## src/rtl/rom_fetch_pkg.sv

```systemverilog
// Shared types and helpers for the ROM fetch unit: FSM state encoding,
// the prefetch entry layout and the FIFO occupancy-counter width.
package rom_fetch_pkg;

  localparam int ENTRY_ADDR_W = 8;
  localparam int ENTRY_DATA_W = 32;

  typedef enum logic [1:0] {
    IDLE,
    FETCH,
    DONE
  } fetch_state_e;

  typedef struct packed {
    logic [ENTRY_ADDR_W-1:0] addr;
    logic [ENTRY_DATA_W-1:0] data;
  } fetch_entry_t;

  // One extra bit over the pointer width so full and empty stay distinct.
  function automatic int fifo_cnt_width(input int depth);
    return $clog2(depth) + 1;
  endfunction

endpackage

```

## src/rtl/fetch_fifo.sv

```systemverilog
// First-word-fall-through prefetch FIFO with synchronous flush; the head word
// is read straight from registered storage and forced to zero while empty.
module fetch_fifo
  import rom_fetch_pkg::*;
#(
  parameter int WIDTH = 40,
  parameter int DEPTH = 4,
  localparam int CW = fifo_cnt_width(DEPTH),
  localparam int PW = CW - 1
) (
  input  logic             clk_i,
  input  logic             rst_ni,
  input  logic             push_i,
  input  logic [WIDTH-1:0] data_i,
  input  logic             pop_i,
  input  logic             flush_i,
  output logic [WIDTH-1:0] data_o,
  output logic             full_o,
  output logic             empty_o,
  output logic [CW-1:0]    count_o
);

  logic [WIDTH-1:0] mem [DEPTH];
  logic [PW-1:0]    rptr;
  logic [PW-1:0]    wptr;
  logic [CW-1:0]    count;
  logic             do_push;
  logic             do_pop;

  assign empty_o = (count == '0);
  assign full_o  = (count == CW'(DEPTH));
  assign count_o = count;
  assign do_pop  = pop_i && !empty_o;
  // A full FIFO still accepts a word when the head leaves in the same cycle.
  assign do_push = push_i && (!full_o || do_pop);
  assign data_o  = empty_o ? '0 : mem[rptr];

  always_ff @(posedge clk_i) begin
    if (do_push && !flush_i) begin
      mem[wptr] <= data_i;
    end
  end

  always_ff @(posedge clk_i or negedge rst_ni) begin
    if (!rst_ni) begin
      rptr  <= '0;
      wptr  <= '0;
      count <= '0;
    end else if (flush_i) begin
      rptr  <= '0;
      wptr  <= '0;
      count <= '0;
    end else begin
      if (do_push) begin
        wptr <= wptr + 1'b1;
      end
      if (do_pop) begin
        rptr <= rptr + 1'b1;
      end
      if (do_push && !do_pop) begin
        count <= count + 1'b1;
      end else if (do_pop && !do_push) begin
        count <= count - 1'b1;
      end
    end
  end

endmodule

```

## src/rtl/rom_fetch_unit.sv

```systemverilog
// ROM fetch initiator: walks pc through the ROM into a prefetch FIFO and streams
// words to the core. Define ROM_FETCH_PERF_EN to add push/redirect counters.
module rom_fetch_unit
  import rom_fetch_pkg::*;
#(
  parameter int                    ADDR_WIDTH = 8,
  parameter int                    DATA_WIDTH = 32,
  parameter int                    FIFO_DEPTH = 4,
  parameter logic [ADDR_WIDTH-1:0] RESET_ADDR = '0,
  parameter logic [ADDR_WIDTH-1:0] LAST_ADDR  = '1
) (
  input  logic                  clk_i,
  input  logic                  rst_ni,
  input  logic                  start_i,
  input  logic                  stop_i,
  input  logic                  redirect_i,
  input  logic [ADDR_WIDTH-1:0] redirect_addr_i,
  output logic [ADDR_WIDTH-1:0] rom_addr_o,
  input  logic [DATA_WIDTH-1:0] rom_data_i,
  output logic                  instr_valid_o,
  input  logic                  instr_ready_i,
  output logic [DATA_WIDTH-1:0] instr_o,
  output logic [ADDR_WIDTH-1:0] instr_addr_o,
  output logic                  busy_o,
  output logic                  done_o
`ifdef ROM_FETCH_PERF_EN
  ,
  output logic [31:0]           fetch_count_o,
  output logic [15:0]           flush_count_o
`endif
);

  localparam int EW = ADDR_WIDTH + DATA_WIDTH;
  localparam int CW = fifo_cnt_width(FIFO_DEPTH);

  fetch_state_e          state_q;
  fetch_state_e          state_d;
  logic [ADDR_WIDTH-1:0] pc_q;
  logic [ADDR_WIDTH-1:0] pc_d;
  logic                  push;
  logic                  flush;
  logic                  pop;
  logic                  push_ok;
  logic                  full;
  logic                  empty;
  logic [CW-1:0]         count;
  logic [EW-1:0]         head;

  assign pop           = instr_valid_o && instr_ready_i;
  assign push_ok       = !full || pop;
  assign instr_valid_o = !empty;
  assign {instr_addr_o, instr_o} = head;
  assign rom_addr_o    = pc_q;
  assign busy_o        = (state_q != IDLE);
  assign done_o        = (state_q == DONE);

  always_ff @(posedge clk_i or negedge rst_ni) begin
    if (!rst_ni) begin
      state_q <= IDLE;
      pc_q    <= RESET_ADDR;
    end else begin
      state_q <= state_d;
      pc_q    <= pc_d;
    end
  end

  // Priority: redirect over stop over start; pc parks on LAST_ADDR in DONE.
  always_comb begin
    state_d = state_q;
    pc_d    = pc_q;
    push    = 1'b0;
    flush   = 1'b0;
    if (redirect_i) begin
      flush   = 1'b1;
      pc_d    = redirect_addr_i;
      state_d = FETCH;
    end else if (stop_i) begin
      state_d = IDLE;
    end else begin
      case (state_q)
        IDLE: begin
          if (start_i) begin
            state_d = FETCH;
          end
        end
        FETCH: begin
          if (push_ok) begin
            push = 1'b1;
            if (pc_q == LAST_ADDR) begin
              state_d = DONE;
            end else begin
              pc_d = pc_q + 1'b1;
            end
          end
        end
        DONE: begin
          state_d = DONE;
        end
        default: begin
          state_d = IDLE;
        end
      endcase
    end
  end

  fetch_fifo #(
    .WIDTH (EW),
    .DEPTH (FIFO_DEPTH)
  ) u_fifo (
    .clk_i   (clk_i),
    .rst_ni  (rst_ni),
    .push_i  (push),
    .data_i  ({pc_q, rom_data_i}),
    .pop_i   (pop),
    .flush_i (flush),
    .data_o  (head),
    .full_o  (full),
    .empty_o (empty),
    .count_o (count)
  );

  always_comb begin
    assert (empty == (count == '0));
    assert (full == (count == CW'(FIFO_DEPTH)));
  end

`ifdef ROM_FETCH_PERF_EN
  always_ff @(posedge clk_i or negedge rst_ni) begin
    if (!rst_ni) begin
      fetch_count_o <= '0;
      flush_count_o <= '0;
    end else begin
      if (push && (fetch_count_o != '1)) begin
        fetch_count_o <= fetch_count_o + 1'b1;
      end
      if (redirect_i && (flush_count_o != '1)) begin
        flush_count_o <= flush_count_o + 1'b1;
      end
    end
  end
`endif

endmodule
```

## config.mk

```make
export PLATFORM = sky130hd
export DESIGN_NAME = rom_fetch_unit
export DESIGN_NICKNAME = d
export VERILOG_FILES = /design/src/rtl/rom_fetch_pkg.sv /design/src/rtl/fetch_fifo.sv /design/src/rtl/rom_fetch_unit.sv
export SDC_FILE = /design/constraint.sdc
export NUM_CORES = 1
export LEC_CHECK = 0
export ABC_CLOCK_PERIOD_IN_PS = 3350
export CAP_MARGIN = 40
export CELL_PAD_IN_SITES_DETAIL_PLACEMENT = 1
export CELL_PAD_IN_SITES_GLOBAL_PLACEMENT = 1
export CORE_UTILIZATION = 43
export CTS_CLUSTER_SIZE = 16
export DETAILED_ROUTE_END_ITERATION = 7
export GPL_TIMING_DRIVEN = 0
export PLACE_DENSITY_LB_ADDON = 0.3
export SYNTH_ARGS = -nofsm -noshare
export SYNTH_HDL_FRONTEND = slang
export SYNTH_SLANG_ARGS = --single-unit
export TNS_END_PERCENT = 20
```

## constraint.sdc

```tcl
create_clock -name clk_i -period 3.35 [get_ports clk_i]
set_input_delay 0.67 -clock clk_i [delete_from_list [all_inputs] [get_ports clk_i]]
set_output_delay 0.67 -clock clk_i [all_outputs]
set_load 0.01 [all_outputs]
```

# ---- Word-level counts from Yosys, hierarchy flattened
# Memories as Yosys holds them, arrays and structs flattened.
# Cells that the tools add are included.
dict set report classes {
  addsub 5
  n_eq_ne 9
  mux 26
  n_reduce_logical 23
}
# operator n
set ops {}
lappend ops {{$mux W40} 1}
lappend ops {{$mux W8} 5}
lappend ops {{$mux W2} 9}
lappend ops {{$ne A4 B4 Y1 const B} 3}
lappend ops {{$reduce_bool A2 Y1} 5}
lappend ops {{$mux W3} 3}
lappend ops {{$add A8 B1 Y8 const B} 1}
lappend ops {{$eq A8 B8 Y1 const B} 1}
lappend ops {{$mux W1} 7}
lappend ops {{$logic_and A1 B1 Y1} 6}
lappend ops {{$pmux W2 S3} 1}
lappend ops {{$logic_not A1 Y1} 5}
lappend ops {{$add A2 B1 Y2 const B} 2}
lappend ops {{$reduce_and A4 Y1} 1}
lappend ops {{$add A3 B1 Y3 const B} 1}
lappend ops {{$eq A3 B3 Y1 const B} 1}
lappend ops {{$logic_not A3 Y1} 1}
lappend ops {{$reduce_and A3 Y1} 1}
lappend ops {{$reduce_bool A3 Y1} 1}
lappend ops {{$sub A3 B1 Y3 const B} 1}
lappend ops {{$eq A2 B1 Y1 const B} 1}
lappend ops {{$eq A2 B2 Y1 const B} 1}
lappend ops {{$logic_not A2 Y1} 1}
lappend ops {{$logic_or A1 B1 Y1} 2}
lappend ops {{other kinds (2)} 2}
dict set report totals {
  ff_bits 17
  mem_bits_rw 160
  in_bits 46
  output_inout_bits 51
  wordCells 69
  mem_count 1
}
# memory depth word_bits read_ports rd_clocked_by_memory_dff write_ports line_no
set memory_table {}
lappend memory_table {u_fifo.mem 4 40 1 0 1 fetch_fifo.sv:23} ;# logic [WIDTH-1:0] mem [DEPTH];

# ---- Logic depth before layout (Yosys ltp)
# Gate-level depths: netlist of run 1.
dict set report depth {
  word_depth 14
  mapped_depth 10
  mapped_depth_nobuf 10
}

# ---- By module
# From an unflattened synthesis of run 1, not the netlist that was laid out.
dict set report unflattened {
  cells_unflattened 399
  area_unflattened_um2 7358.3
}
# module n_inst cells_each area_per_inst_um2 seq_area_each_um2
set modules_own_cells {}
lappend modules_own_cells {fetch_fifo 1 317 6625.1 4979.8}
lappend modules_own_cells {rom_fetch_unit 1 82 733.2 250.2}

# ---- Least setup slack after synthesis of run 1
# No wires, ideal clock.
dict set report synth_path {
  kind {input to register}
  startpoint {input port instr_ready_i}
  endpoint {register u_fifo.count[1], in the netlist u_fifo.count_o[1]}
  setup_ps 104
  arrival_ps 2318
  required_time_ps 3246
  setup_slack_ps 928
  stages 8
  n_path_buf 1
  cell_sequence {or4b_1 -> buf_6 -> nand2_1 -> a21oi_1 -> fa_1 -> inv_1 -> o2111ai_1 -> a221oi_1}
}
dict set report synth_between {
  elab_chain_len 10
  word_cells_on_any_way 16
  classes_between {6 x mux; 10 x reduce/logical}
}
# element line_no
set synth_rtl {}
lappend synth_rtl {{start: declaration} rom_fetch_unit.sv:21} ;# input logic instr_ready_i,
lappend synth_rtl {{$logic_and A1 B1 Y1 (*)} rom_fetch_unit.sv:49} ;# assign pop = instr_valid_o && instr_ready_i;
lappend synth_rtl {{$logic_or A1 B1 Y1} rom_fetch_unit.sv:50} ;# assign push_ok = !full || pop;
lappend synth_rtl {{$mux W1} rom_fetch_unit.sv:87} ;# if (push_ok) begin
lappend synth_rtl {{$mux W1} rom_fetch_unit.sv:80} ;# case (state_q)
lappend synth_rtl {{$mux W1} rom_fetch_unit.sv:77} ;# end else if (stop_i) begin
lappend synth_rtl {{$mux W1} rom_fetch_unit.sv:73} ;# if (redirect_i) begin
lappend synth_rtl {{$logic_and A1 B1 Y1} fetch_fifo.sv:35} ;# assign do_push = push_i && (!full_o || do_pop);
lappend synth_rtl {{$logic_and A1 B1 Y1 / $logic_not A1 Y1 (equally long branches)} {fetch_fifo.sv:60, fetch_fifo.sv:62}}
lappend synth_rtl {{$mux W3 / $logic_and A1 B1 Y1 (equally long branches)} {fetch_fifo.sv:60, fetch_fifo.sv:62}}
lappend synth_rtl {{$mux W3 / $reduce_bool A3 Y1 (equally long branches)} --}
lappend synth_rtl {{end signal: assignment} fetch_fifo.sv:61} ;# count <= count + 1'b1;
lappend synth_rtl {{end signal: assignment} fetch_fifo.sv:63} ;# count <= count - 1'b1;
lappend synth_rtl {{end: declaration} fetch_fifo.sv:26} ;# logic [CW-1:0] count;
# Mark *: on every way between the ends. The rest lies on a longest branch, timed or not.
# A chain may end at the register's enable or synchronous reset.

# ---- Worst setup path in the final report of run 1
dict set report layout_path {
  startpoint {register u_fifo.count[1], in the netlist u_fifo.count_o[1]}
  endpoint {output port instr_o[5]}
}
dict set report layout_between {
  elab_chain_len 2
}
# element line_no
set layout_rtl {}
lappend layout_rtl {{$logic_not A3 Y1} fetch_fifo.sv:30} ;# assign empty_o = (count == '0);
lappend layout_rtl {{$mux W40} fetch_fifo.sv:36} ;# assign data_o = empty_o ? '0 : mem[rptr];
lappend layout_rtl {{end: declaration} rom_fetch_unit.sv:22} ;# output logic [DATA_WIDTH-1:0] instr_o,
# No other way between the ends.

==> results_dict.tcl, run 1 <==
set metrics [dict create \
    async_reset_ff_share_pct 9.605 \
    clk_root_buffer_cell "clkbuf_16" \
    core_mm2 0.01652 \
    dieArea_mm2 0.01740 \
    run_status "finished clean" \
    finalCritPeriodShare_pct 96.54 \
    reg2reg_to "u_fifo.count_o[2]" \
    yosys.area.top_type "edfxtp_1" \
    hp-class "input pin to async pin" \
    critPathCapture "instr_o[5]" \
    maxSlewViolCount 0 \
    setup_slack_ns 0.1159 \
    cts_sinks 177 \
    syn-instance-count 387 \
    drt_wl_total_um 15230 \
    cts.clk_slew.worst_paths_ns 0.06 \
    final_net_count 562 \
    fmax_mhz 309.2 \
    startpoint_type "flop" \
    dp_hpwl_um 9957 \
    ys_warn_count 0 \
    hold_viol 0 \
    grt-ovfl-total 0 \
    cts_setup_buffers 0 \
    synth_fp_nets 443 \
    ir_worst_vdd_uv 383.8 \
    cts_tree "done" \
    finalWeightedCongestion 0.7514 \
    yosys-top-cells-area "edfxtp_1, mux4_2, dfrtp_1" \
    synth_ff_type "edfxtp_1" \
    cts-buffers-inserted 17 \
    viasPerCell 5.280 \
    syn_area_mm2 0.007258 \
    grt_usage_pct 18.81 \
    port_buffers 96 \
    worst-r2r-cell-count 10 \
    finClkSkew_ns 0.006354 \
    place_worst_setup_slack_ns -0.02040 \
    grt_pass1_wl_um 24070 \
    antenna_left 0 \
    tightestPinTransition_ns 0.5393 \
    synth_edf_count 160 \
    die_width_um 131.9 \
    drive_above_1_share_pct 18.88 \
    synth_cell_type_count 47 \
    num_vias 3902 \
    relSlewSlack_pct 63.89 \
    grt_max_degree 30 \
    grt_pass1_vias 4290 \
    cp-startpoint "u_fifo.count_o[1]" \
    timing.hold.ws_ns 0.4192 \
    dp_cells 708 \
    die_h_um 131.9 \
    setup_tns_ns 0 \
    stdcell_count 739 \
    rows 47 \
    p_per_area_mw_per_mm2 617.1 \
    path_max_fanout 10 \
    start_util_pct 43.92 \
    clock_latency_ns 0.42 \
    drt_pass1_iterations 4 \
    cp_data_required_time_ns 2.68 \
    netlist.area_leader.share_pct 66.20 \
    reg2reg_setup_slack_ns 0.49 \
    wl_per_cell_um 20.61 \
    drt_iter0_drc 181 \
    p_leak_uw 0.003052 \
    antenna_cells 0 \
    period_minus_slack_ns 3.234 \
    synth-seq-area-share_pct 72.06 \
    r2r-start "state_q[1]" \
    worstPathArrival_ns 2.56 \
    ys_ff_latch 177 \
    h-tree-depth 4 \
    setup_viol 0 \
    maxCapViolations 0 \
    area_growth_syn_to_layout_pct 26.69 \
    rsz0062_at_grt "true" \
    ctsLongestPathBuffers 2 \
    worst-setup-path-type "flop to primary output" \
    drc 0 \
    end_kind "primary output" \
    antenna_found_initial 0 \
    ioPinCount 97 \
    avgSynthCellArea_um2 18.76 \
]
## layer usage
layer	part of all wire (%)	GRT usage (%)	routed length, µm	vias up
li1	-	-	-	1773
met2	51	32.33	7778	103
met5	0	0	0	-
met4	1.0	5.426	152	0
met1	43	23.63	6604	2010
met3	4.6	4.691	695	16
## area by class of cell
class,instances,area [µm²]
clock inverter,14,163.9
multi-input combinational,178,1896
timing repair buffer,101,1056
sequential,177,5230
fill,1502,7330
clock buffer,18,429.2
tap,220,275.3
buffer,19,100.1
inverter,12,45.04
## cell usage in the layout (no fill, tap or decap), drive strengths merged, types with 2 or more instances in the layout
master and n:
mux4 40, o311ai 2, a41oi 2, clkinv 7, clkbuf 29, o211ai 2, ha 9, a31oi 2
a21oi 2, nor3b 2, inv 14, clkdlybuf4s50 96, edfxtp 160, xnor2 2, a221oi 2, or2 2
dfrtp 17, xor2 7, nor2 10, o2111ai 2, bufinv 3, nand2 10, and2 45, and3 6
o21ai 2, clkinvlp 2, mux2 2, buf 13, a221o 5, o31ai 2, nand3 7
## power breakdown
part	total (µW)	switching [µW]	leakage [µW]	internal, µW
combinational	1110	497	0.00111	617
clock	1990	822	0.000281	1170
sequential	2570	76.9	0.00166	2490
## worst max-delay path, stage by stage, from the launching register on
cell             delay [ns]
dfrtp_1                0.45
or3_2                  0.49
clkbuf_1               0.22
clkbuf_1               0.28
and2_1                 0.22
clkdlybuf4s50_1        0.47
## logic make-up after synthesis
family                   count (synthesis)  share of synthesized area, %
AND/OR/NAND/NOR                         90                         7.327
adder cells (fa/ha/maj)                 10                         1.827
AO/OA/AOI/OAI                           27                         3.155
multiplexers                            42                         12.72
XOR/XNOR                                 9                         1.086
buffers and inverters                   32                         1.827
flip-flops                             177                         72.06
## cells in the mapped netlist (2+ instances only)
cell type / instances
nand3_1: 7
and2_4: 2
a41oi_1: 2
edfxtp_1: 160
a21oi_1: 2
clkbuf_1: 13
or2_2: 2
dfrtp_1: 17
a221oi_1: 2
mux4_2: 40
a221o_1: 5
mux2_2: 2
o21ai_0: 2
xor2_1: 7
nor2_1: 10
o2111ai_1: 2
and3_2: 4
o31ai_1: 2
nand2_1: 10
buf_2: 4
xnor2_1: 2
and3_1: 2
and2_1: 42
ha_1: 9
buf_1: 2
inv_1: 12
o211ai_1: 2
o311ai_0: 2
## worst min path at each step
stage / start / to / slack [ns] / cells after the start
after floorplan: rst_ni / rom_addr_o[0] / 0.37 / 0
after global placement: u_fifo.wptr[1] / u_fifo.wptr[1] / 0.56 / 2
after global routing: rst_ni / u_fifo.count_o[2] / 0.40 / 1
after detailed placement: u_fifo.wptr[1] / u_fifo.wptr[1] / 0.58 / 2
after CTS: rst_ni / u_fifo.count_o[2] / 0.40 / 1
final: rst_ni / u_fifo.count_o[2] / 0.42 / 1
## repair_timing
item                                   CTS  global route
gates resized for setup                  5            11
hold buffers                             0             0
setup endpoints to repair               39            38
endpoints found under the hold margin    0             0
## metrics by stage
step | instance area [µm²] | power, µW | utilization, %
after floorplan | 7258 | 3182 | -
final | 9195 | 5674 | 55.64
after CTS | 9188 | 5744 | 55.60
after global routing | 9195 | 5907 | 55.64
after global placement | 8494 | 3708 | 51.40
after detailed placement | 8589 | 3748 | 51.98
## sequential cells by signal, indices dropped and copies added, names as in the netlist
register        cells
u_fifo.mem        160
rom_addr_o          8
u_fifo.count_o      3
state_q             2
u_fifo.rptr         2
u_fifo.wptr         2
No activity file was read; power rests on OpenSTA's default activity.
==> run 2: changes to the inputs <==
--- a/config.mk
+++ b/config.mk
@@ -14,6 +14,7 @@
 export DETAILED_ROUTE_END_ITERATION = 7
 export GPL_TIMING_DRIVEN = 0
 export PLACE_DENSITY_LB_ADDON = 0.3
+export SLEW_MARGIN = 40
 export SYNTH_ARGS = -nofsm -noshare
 export SYNTH_HDL_FRONTEND = slang
 export SYNTH_SLANG_ARGS = --single-unit
==> run 2 against run 1 <==
  * Via count is 0.92% lower
  * Clock power up 5%
  * Highest routed layer is now met5
  * Critical path type unchanged
  * First-iteration DRC count up 4.4%
  * Combinational power hardly changed
==> results_dict.tcl, run 2 (synthesis results as in run 1) <==
set metrics [dict create \
    run_status "finished clean" \
    grt_pass1_vias 4298 \
    maxSlewViolCount 0 \
    largest_register_ffs 160 \
    dieArea_mm2 0.01740 \
    wl_per_cell_um 20.82 \
    antenna_left 0 \
    finClkSkew_ns 0.01375 \
    seq_power_share_pct 44.6 \
    relSlewSlack_pct 55.40 \
    finalCritPeriodShare_pct 94.75 \
    finalWeightedCongestion 0.7514 \
    port_buffers 96 \
    p_per_area_mw_per_mm2 631.2 \
    p_comb_share_pct 19.2 \
    cts.clk_slew.worst_paths_ns 0.06 \
    antenna_cells 0 \
    setup_tns_ns 0 \
    grt_max_degree 41 \
    drt_wl_total_um 15260 \
    antenna_found_initial 1 \
    rsz0062_at_grt "false" \
    cts-buffers-inserted 17 \
    final_net_count 557 \
    setup_slack_ns 0.1757 \
    maxCapViolations 0 \
    hold_viol 0 \
    setup_viol 0 \
    switchingPower_uw 1350 \
    worstPathArrival_ns 2.50 \
    clock_latency_ns 0.42 \
    p_leak_uw 0.003027 \
    viasPerCell 5.274 \
    start_util_pct 43.92 \
    period_minus_slack_ns 3.174 \
    regMostFlops "u_fifo.mem" \
    timing.hold.ws_ns 0.1857 \
    ctsLongestPathBuffers 2 \
    core_mm2 0.01652 \
    area_growth_syn_to_layout_pct 26.00 \
    num_vias 3866 \
    tightestPinTransition_ns 0.6690 \
    dp_hpwl_um 9420 \
    drive_above_1_share_pct 18.32 \
    hp-class "input pin to async pin" \
    layout_commonest_cell "edfxtp_1" \
    rows 47 \
    end_kind "primary output" \
    drt_pass1_iterations 6 \
    fin_area_mm2 0.009145 \
    placed_area_mm2 0.008504 \
    grt_pass1_wl_um 23900 \
    cts_hold_buf 0 \
    place_worst_setup_slack_ns 0.01740 \
    layout_common_cells "edfxtp_1, clkdlybuf4s50_1, and2_1, mux4_2" \
    startpoint_type "flop" \
    path_max_fanout 10 \
    drc 0 \
    die_width_um 131.9 \
    clk_root_buffer_cell "clkbuf_16" \
    p_int_uw 4422 \
    cts_tree "done" \
    grt_usage_pct 18.71 \
    h-tree-depth 4 \
    cp_data_required_time_ns 2.68 \
    drt_iter0_drc 189 \
    grt-ovfl-total 0 \
    switching_share_pct 23.39 \
    fmax_mhz 315.0 \
    cts_sinks 177 \
    ir_worst_vdd_uv 382.7 \
    worst-setup-path-type "flop to primary output" \
    ioPinCount 97 \
    p_clk_share_pct 36.2 \
    die_h_um 131.9 \
]
## run 2: worst paths after layout
path,from,end,slack (ns),cells past startpoint
worst max register to register,state_q[1],u_fifo.mem[3][24],0.53,5
min in group clk_i,u_fifo.wptr[1],u_fifo.wptr[1],0.59,2
worst min register to register,u_fifo.wptr[1],u_fifo.wptr[1],0.59,2
worst min-delay path,rst_ni,state_q[1],0.19,1
worst max-delay path,u_fifo.count_o[1],instr_addr_o[2],0.18,5
max in group asynchronous,rst_ni,u_fifo.wptr[0],2.85,1
## run 2: worst max-delay path: stages (launching register included)
cell and delay, ns:
dfrtp_1 0.45, or3_2 0.49, clkbuf_1 0.21, clkbuf_2 0.26, and2_1 0.19, clkdlybuf4s50_1 0.48
## run 2: metrics by stage
| stage | util (%) | power (µW) | instances |
|---|---|---|---|
| after global routing | 55.34 | 5994 | 733 |
| after CTS | 55.25 | 5838 | 734 |
| final | 55.34 | 5773 | 733 |
| after global placement | 51.40 | 3708 | 703 |
| after detailed placement | 51.47 | 3740 | 703 |
| after floorplan | - | 3182 | 387 |
## run 2: routing by layer
layer  track usage, %  part of all wire (%)  vias to the layer above
li1                 -                     -                     1761
met1            23.20                    43                     1995
met2            32.36                    52                       93
met3            4.306                   3.6                       15
met4            6.331                   1.1                        2
met5                0                 0.079                        -
## run 2: power by group through the flow
stage / Combinational [µW] / Sequential, µW / Clock [µW]
floorplan: 592 / 2590 / 0
global placement: 1110 / 2600 / 0
detailed placement: 1130 / 2610 / 0
CTS: 1140 / 2570 / 2140
global route: 1200 / 2580 / 2210
finish: 1110 / 2570 / 2090
## run 2: area by class of cell
class / count / area (µm²)
Fill cell: 1503 / 7380
Sequential cell: 177 / 5230
Multi-Input combinational cell: 178 / 1911
Timing Repair Buffer: 96 / 955.9
Clock buffer: 20 / 436.7
Tap cell: 220 / 275.3
Clock inverter: 11 / 187.7
Buffer: 19 / 103.9
Inverter: 12 / 45.04
## run 2: timing repair
item	CTS	global route
hold endpoints to repair	0	0
setup endpoints to repair	37	38
gates resized for setup	1	22
setup buffers	0	0
==> run 3: changes to the inputs <==
--- a/config.mk
+++ b/config.mk
@@ -9,12 +9,14 @@
 export CAP_MARGIN = 40
 export CELL_PAD_IN_SITES_DETAIL_PLACEMENT = 1
 export CELL_PAD_IN_SITES_GLOBAL_PLACEMENT = 1
+export CORE_MARGIN = 1
 export CORE_UTILIZATION = 43
 export CTS_CLUSTER_SIZE = 16
 export DETAILED_ROUTE_END_ITERATION = 7
+export DONT_BUFFER_PORTS = 1
 export GPL_TIMING_DRIVEN = 0
 export PLACE_DENSITY_LB_ADDON = 0.3
-export SLEW_MARGIN = 40
+export SLEW_MARGIN = 5
 export SYNTH_ARGS = -nofsm -noshare
 export SYNTH_HDL_FRONTEND = slang
 export SYNTH_SLANG_ARGS = --single-unit
==> run 3 against run 2 <==
  * Sequential cell count is the same
  * Non-clock buffer count fell by 90
  * Worst setup slack improved by 0.29 ns
  * Routed wire length fell by 6.5%
  * Utilization shrank 6.0 points
  * Clock skew down 0.0083 ns
  * Largest power group unchanged
==> results_dict.tcl, run 3 (synthesis results as in run 1) <==
set metrics [dict create \
    tightestPinTransition_ns 0.8648 \
    layout_common_cells "edfxtp_1, and2_1, mux4_2, clkbuf_16, dfrtp_1" \
    relSlewSlack_pct 42.16 \
    cts_setup_buffers 0 \
    ctsLongestPathBuffers 2 \
    grt_usage_pct 17.71 \
    final_net_count 467 \
    path_cells "clkbuf_1, buf_2, mux4_2, and2_1" \
    r2r-start "u_fifo.count_o[1]" \
    grt_max_degree 27 \
    placed_area_mm2 0.007614 \
    antenna_left 0 \
    hold_viol 0 \
    fin_area_mm2 0.008153 \
    run_status "finished clean" \
    rsz0062_at_grt "false" \
    ir_worst_vdd_uv 405.7 \
    final_util_pct 49.34 \
    grt-ovfl-total 0 \
    cts.clk_slew.worst_paths_ns 0.06 \
    startpoint_type "flop" \
    worstPathArrival_ns 2.21 \
    maxSlewViolCount 0 \
    num_vias 3562 \
    cts_tree "done" \
    dieArea_mm2 0.01740 \
    p_per_area_mw_per_mm2 625.8 \
    cts_sinks 177 \
    ioPinCount 97 \
    die_h_um 131.9 \
    antenna_found_initial 0 \
    min_from "stop_i" \
    start_util_pct 43.92 \
    setup_viol 0 \
    clock_latency_ns 0.42 \
    die_width_um 131.9 \
    cts-buffers-inserted 17 \
    clk_root_buffer_cell "clkbuf_16" \
    drt_wl_total_um 14270 \
    period_minus_slack_ns 2.881 \
    end_kind "primary output" \
    finalWeightedCongestion 0.7396 \
    drt_pass1_iterations 6 \
    cp_data_required_time_ns 2.68 \
    maxCapViolations 0 \
    cp-startpoint "u_fifo.rptr[0]" \
    h-tree-depth 4 \
    rows 47 \
    drt_iter0_drc 200 \
    drive_above_1_share_pct 20.99 \
    finalCritPeriodShare_pct 86.01 \
    antenna_cells 0 \
    dp_hpwl_um 9303 \
    max_stage_delay_ns 0.56 \
    cp_num_buf_inv 2 \
    path_delay_family "buffers and inverters" \
    fmax_mhz 347.1 \
    area_growth_syn_to_layout_pct 12.33 \
    power_uw 5102 \
    layout_commonest_cell "edfxtp_1" \
    regMostFlops "u_fifo.mem" \
    path_max_fanout 10 \
    largest_register_ffs 160 \
    grt_pass1_wl_um 22510 \
    worst-setup-path-type "flop to primary output" \
    p_leak_uw 0.002638 \
    port_buffers 0 \
    viasPerCell 5.531 \
    wl_per_cell_um 22.15 \
    grt_pass1_vias 3974 \
    setup_tns_ns 0 \
    hp-class "input pin to flop" \
    drc 0 \
    finClkSkew_ns 0.005418 \
    core_mm2 0.01652 \
    crit_slowest_cell "mux4_2" \
]
[run 3: worst paths after layout]
path	to	slack, ns	cells past startpoint
hold / removal	state_q[1]	0.31	1
hold reg to reg	state_q[1]	0.60	2
min in group asynchronous	rom_addr_o[4]	0.81	1
max in group asynchronous	u_fifo.rptr[1]	2.01	1
setup reg to reg	u_fifo.count_o[2]	0.48	9
setup / recovery	instr_o[27]	0.47	4
[run 3: layout make-up]
class	instances	area, µm²
repair buffers	5	90.09
clock buffers	19	432.9
clock inverters	13	96.34
multi-input cells	178	1896
well taps	220	275.3
fillers	1561	8372
plain buffers	20	87.58
flip-flops and latches	177	5230
inverters	12	45.04
[run 3: timing repair]
| action | 4_1_cts | 5_1_grt |
|---|---|---|
| hold buffers | 1 | 0 |
| hold endpoints to repair | 17 | 0 |
| resized for setup | 0 | 0 |
[run 3: stage by stage]
stage | hold WS (ns) | setup slack (ns) | cells
final | 0.3071 | 0.4686 | 644
after global routing | 0.3018 | 0.2460 | 644
after CTS | 0.2869 | 0.3812 | 644
after detailed placement | 0.3748 | 0.4715 | 611
after global placement | 0.3751 | 0.2696 | 607
after floorplan | 0.3744 | 0.9281 | 387
[run 3: worst reg2reg max path: cells and delay by family (launching register included)]
family / cells / cell delay (ns)
AOI/OAI and AO/OA: 4 / 0.99
adders and majority gates: 1 / 0.23
buffers and inverters: 3 / 0.64
DFF: 1 / 0.45
and+or+nand+nor: 1 / 0.49
[run 3: report_power, final]
part	total [µW]	switching [µW]	internal, µW
registers	2570	80.9	2490
logic	750	430	320
clock network	1780	772	1010
total	5100	1280	3820
[run 3: routing by layer]
metal,up-vias,track usage [%],part of all wire [%]
met3,16,6.613,7.3
met2,91,29.63,51
li1,1575,-,-
met5,-,0,0
met4,0,6.202,1.4
met1,1880,21.04,40
